`src/rtl/sm83_reg_bus_ctl.sv`:
```
// SM83-style shared register-bus controller: round-robin arbitration
// over a precharge / evaluate / sample cycle on dynamic buses A and B.
module sm83_reg_bus_ctl #(
    parameter int NREQ   = 3,
    parameter int T_PCH  = 2,
    parameter int T_EVAL = 1
) (
    input  logic            clk,
    input  logic            reset,
    input  logic [NREQ-1:0] req,
    input  logic [NREQ-1:0] req_a,
    input  logic [NREQ-1:0] req_b,
    output logic [NREQ-1:0] gnt,
    output logic            pch_n,
    output logic [NREQ-1:0] drv_a,
    output logic [NREQ-1:0] drv_b,
    output logic            sample,
    output logic            busy
);

    localparam int PW = (NREQ > 1) ? $clog2(NREQ) : 1;
    typedef logic [PW-1:0] idx_t;

    typedef enum logic [1:0] {
        IDLE,
        PCH,
        EVAL,
        SAMPLE
    } state_t;

    state_t       r_state;
    idx_t         r_ptr;
    idx_t         r_win;
    logic         r_a;
    logic         r_b;
    logic [3:0]   r_cnt;

    logic [NREQ-1:0] w_valid;
    logic            w_any;
    idx_t            w_base;
    idx_t            w_pick;
    idx_t            w_hi;
    idx_t            w_lo;
    logic            w_hi_found;
    logic            w_lo_found;
    logic [NREQ-1:0] w_onehot;

    function automatic idx_t wrap_inc(idx_t v);
        if (int'(v) == NREQ - 1) return '0;
        else return v + 1'b1;
    endfunction

    assign w_valid = req & (req_a | req_b);
    assign w_any   = |w_valid;

    // Leaving SAMPLE re-arbitrates against the pointer it is about to store.
    assign w_base = (r_state == SAMPLE) ? wrap_inc(r_win) : r_ptr;

    always_comb begin
        w_hi       = '0;
        w_lo       = '0;
        w_hi_found = 1'b0;
        w_lo_found = 1'b0;
        for (int i = 0; i < NREQ; i++) begin
            if (!w_hi_found && w_valid[i] && i >= int'(w_base)) begin
                w_hi_found = 1'b1;
                w_hi       = idx_t'(i);
            end
            if (!w_lo_found && w_valid[i]) begin
                w_lo_found = 1'b1;
                w_lo       = idx_t'(i);
            end
        end
        w_pick = w_hi_found ? w_hi : w_lo;
    end

    always_comb begin
        w_onehot = '0;
        for (int i = 0; i < NREQ; i++) begin
            w_onehot[i] = (idx_t'(i) == w_pick);
        end
    end

    always_ff @(posedge clk or posedge reset) begin
        if (reset) begin
            r_state <= IDLE;
            r_ptr   <= '0;
            r_win   <= '0;
            r_a     <= 1'b0;
            r_b     <= 1'b0;
            r_cnt   <= '0;
            gnt     <= '0;
            pch_n   <= 1'b0;
            drv_a   <= '0;
            drv_b   <= '0;
            sample  <= 1'b0;
            busy    <= 1'b0;
        end else begin
            unique case (r_state)
                IDLE: begin
                    if (w_any) begin
                        r_state <= PCH;
                        r_cnt   <= '0;
                        r_win   <= w_pick;
                        r_a     <= req_a[w_pick];
                        r_b     <= req_b[w_pick];
                        gnt     <= w_onehot;
                        busy    <= 1'b1;
                        pch_n   <= 1'b0;
                    end
                end
                PCH: begin
                    if (r_cnt == 4'(T_PCH - 1)) begin
                        r_state <= EVAL;
                        r_cnt   <= '0;
                        pch_n   <= 1'b1;
                        drv_a   <= r_a ? gnt : '0;
                        drv_b   <= r_b ? gnt : '0;
                    end else begin
                        r_cnt <= r_cnt + 4'd1;
                    end
                end
                EVAL: begin
                    if (r_cnt == 4'(T_EVAL - 1)) begin
                        r_state <= SAMPLE;
                        r_cnt   <= '0;
                        drv_a   <= '0;
                        drv_b   <= '0;
                        sample  <= 1'b1;
                    end else begin
                        r_cnt <= r_cnt + 4'd1;
                    end
                end
                SAMPLE: begin
                    r_ptr  <= wrap_inc(r_win);
                    r_cnt  <= '0;
                    sample <= 1'b0;
                    pch_n  <= 1'b0;
                    if (w_any) begin
                        r_state <= PCH;
                        r_win   <= w_pick;
                        r_a     <= req_a[w_pick];
                        r_b     <= req_b[w_pick];
                        gnt     <= w_onehot;
                    end else begin
                        r_state <= IDLE;
                        gnt     <= '0;
                        busy    <= 1'b0;
                    end
                end
                default: r_state <= IDLE;
            endcase
        end
    end

endmodule

```
`config.mk`:
```
export PLATFORM = sky130hd
export DESIGN_NAME = sm83_reg_bus_ctl
export DESIGN_NICKNAME = d
export VERILOG_FILES = /design/src/rtl/sm83_reg_bus_ctl.sv
export SDC_FILE = /design/constraint.sdc
export NUM_CORES = 1
export LEC_CHECK = 0
export ABC_AREA = 1
export BUFFER_PORTS_ARGS = -buffer_cell sky130_fd_sc_hd__buf_2
export CORE_MARGIN = 1.5
export CORE_UTILIZATION = 59
export DETAILED_ROUTE_END_ITERATION = 8
export PLACE_DENSITY = 0.8
export SLEW_MARGIN = 20
export SYNTH_ARGS = -nofsm -noshare
export SYNTH_HDL_FRONTEND = slang
export SYNTH_SLANG_ARGS = --single-unit
```
`constraint.sdc`:
```
create_clock -name clk -period 4.7 [get_ports clk]
set_clock_uncertainty 0.2 [all_clocks]
set_input_delay 0.47 -clock clk [delete_from_list [all_inputs] [get_ports clk]]
set_output_delay 0.47 -clock clk [all_outputs]
set_load 0.05 [all_outputs]
```
==> run summary, run 1 <==
Post-route ant nets: 0
CP cell instances: ha_1 > inv_2 > nand2_2 > nand2_4 > o2111ai_2 > nand2_1 > nand2_1 > nand2_1 > nor2_1 > nor2_1
Distinct cell type count after synthesis: 25
Initial antenna violation count: 0
Post_cts resized: 0
DR pass1 iterations: 4
Post-DR vias/cell: 5.330
Post-Route WL: 2653 µm
Die width: 51.12 µm
Crit Path Class: reg2reg
Global route total overflow: 0
Crit path buf inv count: 1
Setup TNS: 0 ns
Die area: 2613 µm²
Diode count: 0
Fin crit share: 42.23%
Clock transition at the registers of the reported paths: 0.13 ns
Final Hold Fails: 0
Largest net degree at the start of global routing: 25
Sw Share: 50.53%
Drt initial violations: 16
CTS Buf Count: 3
Area growth syn-to-layout: 14.10%
Post-CTS Setup Repair Bufs: 0
Mapped Area: 1366 µm²
Ports: 23
Leak: 0.7907 nW
Syn_nets: 181
Sequential share of power: 30.2%
CP peak stage delay: 0.44 ns
Vias: 1146
Power Density: 728.2 nW/µm²
Post-layout power: 1.135 mW
Core Util, Final: 71.16%
H-tree Lvls: 1
Core ar.: 2191 µm²
Post-synthesis cell count: 162
Hold Slack: 0.1376 ns
Min-delay worst type: in2async
Pint: 0.5616 mW
Combinational share of power: 56.9%
Slowest-stage cell, CP: dfrtp_1
Delay-heaviest family, CP: simple AND/OR/NAND/NOR gates
Max_slew headroom: 39.75%
Cells after DPL: 211
Critical Path Source Type: register
CP arrival: 2.00 ns
Buffers on Ports: 22
Multi-input gate area: 685.7 µm²
Die Height: 51.12 µm
Commonest cells after routing, fill and taps aside: nand2_1, dfrtp_1, buf_2, inv_1, nor2_1
Seq cells post-synth: 24
F_max: 503.9 MHz
Setup violators final: 0
Tmin final: 1.985 ns
Most common cell on crit path: nand2_1
CTS tree: yes
Number of max-cap violations: 0
CP Data Required Time: 4.71 ns
Number of global-route vias before repair: 1067
YS warnings: 0
First-pass GRT wire length: 4588 µm
Max IR drop VDD: 396.7 µV
Final cell count without fillers: 215
RePlAce Congestion: 0.8533
Most common cell after layout, fill and taps aside: nand2_1
Status: finished, final reports clean
Site Rows: 17
GRT Overall Usage: 23.02%
Clk_lat worst skew: 0.30 ns
Nets: 207
Clk pwr share: 12.9%
Clk buf depth: 2
Switch Pwr: 0.5737 mW
Drc violations: 0
Fin. max-slew vios: 0
Avg Inst Size Synth: 8.434 µm²
Register area: 600.6 µm²
Clock root cell: clkbuf_4
Layout cells sized above 1: 27.81%
TritonCTS Sinks: 24
RSZ-0062 raised after global routing: no
CP Max Fanout: 7
Detail Placement HPWL: 2044 µm
Hold buffers post-CTS: 0
Fillers: 187
Initial cell density of the core: 62.36%
Crit path capture type: register
Sequential share of the synthesized area: 43.96%
Wirelength per Cell: 12.34 µm
Tightest Pin Transition: 0.9027 ns
[kinds of logic after synthesis]
logic type	Yosys count	synth area share [%]
buf+inv	21	5.860
compound gates	33	15.48
flops	24	43.96
fa+ha+maj	8	7.326
simple gates	76	27.38
[power by group through the flow]
stage / registers, mW / clock network, mW / logic, mW
CTS: 0.342 / 0.150 / 0.648
finish: 0.343 / 0.146 / 0.646
detailed placement: 0.346 / 0 / 0.639
global placement: 0.344 / 0 / 0.628
global route: 0.354 / 0.159 / 0.719
floorplan: 0.472 / 0 / 0.384
[sequential cells by signal (all words and copies together), names as in the netlist, 2 cells and up]
| register | count |
|---|---|
| r_state | 2 |
| r_cnt | 4 |
| gnt | 3 |
| drv_a | 3 |
| r_win | 2 |
| drv_b | 3 |
| r_ptr | 2 |
[routing by layer]
| layer | track usage (%) | share of wire (%) |
|---|---|---|
| met5 | 0 | 0 |
| met4 | 2.703 | 0 |
| met3 | 2.339 | 3.2 |
| met2 | 43.29 | 53 |
| met1 | 29.12 | 43 |
[worst reg2reg max path: stages (launching register included)]
cell and delay, ns:
dfrtp_1 0.44, ha_1 0.35, inv_2 0.09, nand2_2 0.09
nand2_4 0.08, o2111ai_2 0.19, nand2_1 0.14, nand2_1 0.11
nand2_1 0.06, nor2_1 0.10, nor2_1 0.04
[worst paths after layout]
path                                        start                    to  slack (ns)  depth (start not counted)
hold / removal                              reset  drv_a[0]$_DFFE_PP0P_        0.14                          2
max in group asynchronous                   reset      busy$_DFFE_PP0P_        3.62                          2
hold reg to reg              drv_a[2]$_DFFE_PP0P_  drv_a[2]$_DFFE_PP0P_        0.30                          2
setup reg to reg           r_state[0]$_DFFE_PP0P_       r_a$_DFFE_PP0P_        2.72                         10
min in group clk                         req_b[1]       r_b$_DFFE_PP0P_        0.30                          5
setup / recovery           r_state[0]$_DFFE_PP0P_       r_a$_DFFE_PP0P_        2.72                         10
[metrics by stage]
step | setup WS (ns) | cell area (µm²)
after global routing | 2.478 | 1559
after global placement | 2.772 | 1506
after detailed placement | 2.740 | 1506
after floorplan | 2.968 | 1366
final | 2.715 | 1559
after CTS | 2.693 | 1559
[cell usage after synthesis]
master     count  area share (%)
nand2_4        2             1.6
nor2_1        13             3.6
nor2_2         3             1.4
o2111ai_2      1             1.1
nand3_2        2             1.5
ha_1           8             7.3
o21ai_2        5             3.2
nand4_2        1            0.92
nor2_4         2             1.6
nand2_1       37              10
inv_2          5             1.4
buf_2          1            0.37
a21oi_1        5             1.8
a31oi_1        1            0.46
nand3_1       11             4.0
dfrtp_1       24              44
a2bb2oi_1      1            0.64
nor3_2         1            0.73
o21bai_1       2             1.1
o21ai_1       12             4.4
inv_1         15             4.1
nand2_2        4             1.8
o21ai_0        2            0.73
o211ai_1       2             1.1
o22ai_1        2            0.92
[final cells by class]
class | instances | share of cell area [%]
sequential | 24 | 38.52
tap | 28 | 2.247
multi-input combinational | 117 | 43.98
timing repair buffer | 22 | 7.063
clock inverter | 1 | 1.926
clock buffer | 3 | 1.445
inverter | 20 | 4.815
Note: power is estimated with default switching activity, not from simulation.
==> run 2, diff against run 1 <==
Settings changed: CORE_UTILIZATION 59 to 49, PLACE_DENSITY 0.8 to 0.71.
Clock period 4.7 ns to 1.6 ns, I/O delays scaled along.
==> run 2 against run 1 <==
Net effect: the flow now finishes with violations (negative hold slack, negative setup slack); global-route usage decreased by 0.58 points; design area increased by 30%; routed wire length is 32% higher; critical path type unchanged; highest routed layer is now met4.
==> run summary, run 2 (synthesis results as in run 1) <==
Core ar.: 2567 µm²
Nets: 246
Post-route ant nets: 0
Final instance area: 2027 µm²
Drc violations: 0
Number of global-route vias before repair: 1328
CTS Buf Count: 3
Max_slew headroom: 80.21%
Die width: 55.81 µm
RSZ-0062 raised after global routing: yes
CP arrival: 1.75 ns
Crit path capture type: register
Hold Slack: -0.005383 ns
Initial cell density of the core: 53.22%
Switch Pwr: 2.011 mW
Fin. max-slew vios: 0
Number of max-cap violations: 0
GRT Overall Usage: 22.43%
Crit path buf inv count: 1
H-tree Lvls: 1
Die Height: 55.81 µm
Status: finished, violations left
CTS tree: yes
Wirelength per Cell: 13.66 µm
Sw Share: 47.61%
Tightest Pin Transition: 0.2968 ns
Setup TNS: -1.075 ns
Post-Route WL: 3496 µm
Die area: 3114 µm²
Leak: 1.015 nW
F_max: 579.6 MHz
Clock root cell: clkbuf_4
Commonest cells after routing, fill and taps aside: nand2_1, buf_4, buf_2, dfrtp_1, nor2_1
Tmin final: 1.725 ns
RePlAce Congestion: 0.7599
Post-DR vias/cell: 5.191
Clock transition at the registers of the reported paths: 0.14 ns
Max IR drop VDD: 1419 µV
Combinational share of power: 64.6%
CP Data Required Time: 1.63 ns
Drt initial violations: 35
Detail Placement HPWL: 2403 µm
Largest net degree at the start of global routing: 25
Delay-heaviest family, CP: simple AND/OR/NAND/NOR gates
Worst Setup Slack, final: -0.1253 ns
Fin crit share: 107.8%
DR pass1 iterations: 4
Placed inst area: 1724 µm²
Crit Path Class: reg2reg
Clk_lat worst skew: 0.31 ns
Slowest-stage cell, CP: dfrtp_2
Buffers on Ports: 22
Area growth syn-to-layout: 48.35%
Ports: 23
Global route total overflow: 0
First-pass GRT wire length: 5540 µm
Clk pwr share: 10.5%
CP cell instances: ha_4 > inv_4 > nand2_4 > nand2_4 > nor2_4 > nor2_2 > nand3_2 > nand4_4 > o21bai_1 > nor2_1 > nor2_1
Pint: 2.213 mW
Layout cells sized above 1: 47.79%
CP Max Fanout: 6
Power Density: 2084 nW/µm²
Diode count: 0
Initial antenna violation count: 0
Violated checks: negative hold slack, negative setup slack
Number of flip-flops in the largest register: 4
Top reg by flops: r_cnt
CP peak stage delay: 0.47 ns
TritonCTS Sinks: 24
Setup violators final: 12
Dpl ws: -0.1027 ns
Critical Path Source Type: register
Final Hold Fails: 1
Min-delay worst type: in2reg
Post-layout power: 4.224 mW
Clk buf depth: 2
Vias: 1329
Sequential share of power: 24.9%
Site Rows: 18
-- run 2: changes by cell type in the layout (fill, tap and decap cells not counted), sizes merged --
cell,before,now
buf,22,56
dlygate4sd3,0,5
-- run 2: worst min-delay path, stage by stage --
cell and delay [ns]:
buf_2 0.11, inv_1 0.05, o21bai_1 0.05, nor2_1 0.08, nor2_1 0.04
-- run 2: power groups by stage --
stage                     logic (mW)  registers [mW]  clock network (mW)
after floorplan                 1.15            1.40                   0
after global placement          2.23            1.02                   0
after detailed placement        2.29            1.03                   0
after CTS                       2.40            1.03               0.453
after global routing            2.97            1.07               0.480
final                           2.73            1.05               0.444
-- run 2: repair_timing --
action,CTS,global route
setup endpoints to repair,20,20
buffers inserted,2,5
hold buffers,5,0
resized for setup,15,22
pin swaps,5,10
endpoints found under the hold margin,26,0
gates cloned,1,0
-- run 2: worst paths after layout --
check,from,end,slack [ns],cells after the start
min in group asynchronous,reset,drv_a[1]$_DFFE_PP0P_,0.21,4
worst min register to register,drv_a[0]$_DFFE_PP0P_,drv_a[0]$_DFFE_PP0P_,0.30,2
max in group asynchronous,reset,r_state[0]$_DFFE_PP0P_,0.74,4
worst max-delay path,r_state[0]$_DFFE_PP0P_,r_b$_DFFE_PP0P_,-0.13,11
worst min-delay path,req_b[0],r_b$_DFFE_PP0P_,-0.005,5
worst max register to register,r_state[0]$_DFFE_PP0P_,r_b$_DFFE_PP0P_,-0.13,11
-- run 2: layout make-up --
type	count	area (µm²)
clock buffers	3	22.52
clock inverters	1	30.03
fillers	172	540.5
inverters	20	77.57
multi-input cells	117	832.0
flip-flops and latches	24	604.3
well taps	30	37.54
repair buffers	61	422.9
-- run 2: routing by layer --
layer | vias up | GRT usage [%] | part of all wire, %
li1 | 665 | - | -
met1 | 629 | 24.70 | 41
met2 | 27 | 42.01 | 54
met3 | 8 | 2.558 | 2.9
met4 | 0 | 11.15 | 2.7
met5 | - | 0 | 0
-- run 2: through the flow --
stage,instances,util [%]
global placement,239,67.15
finish,256,78.95
CTS,251,72.95
floorplan,162,-
global route,256,78.95
detailed placement,239,67.15
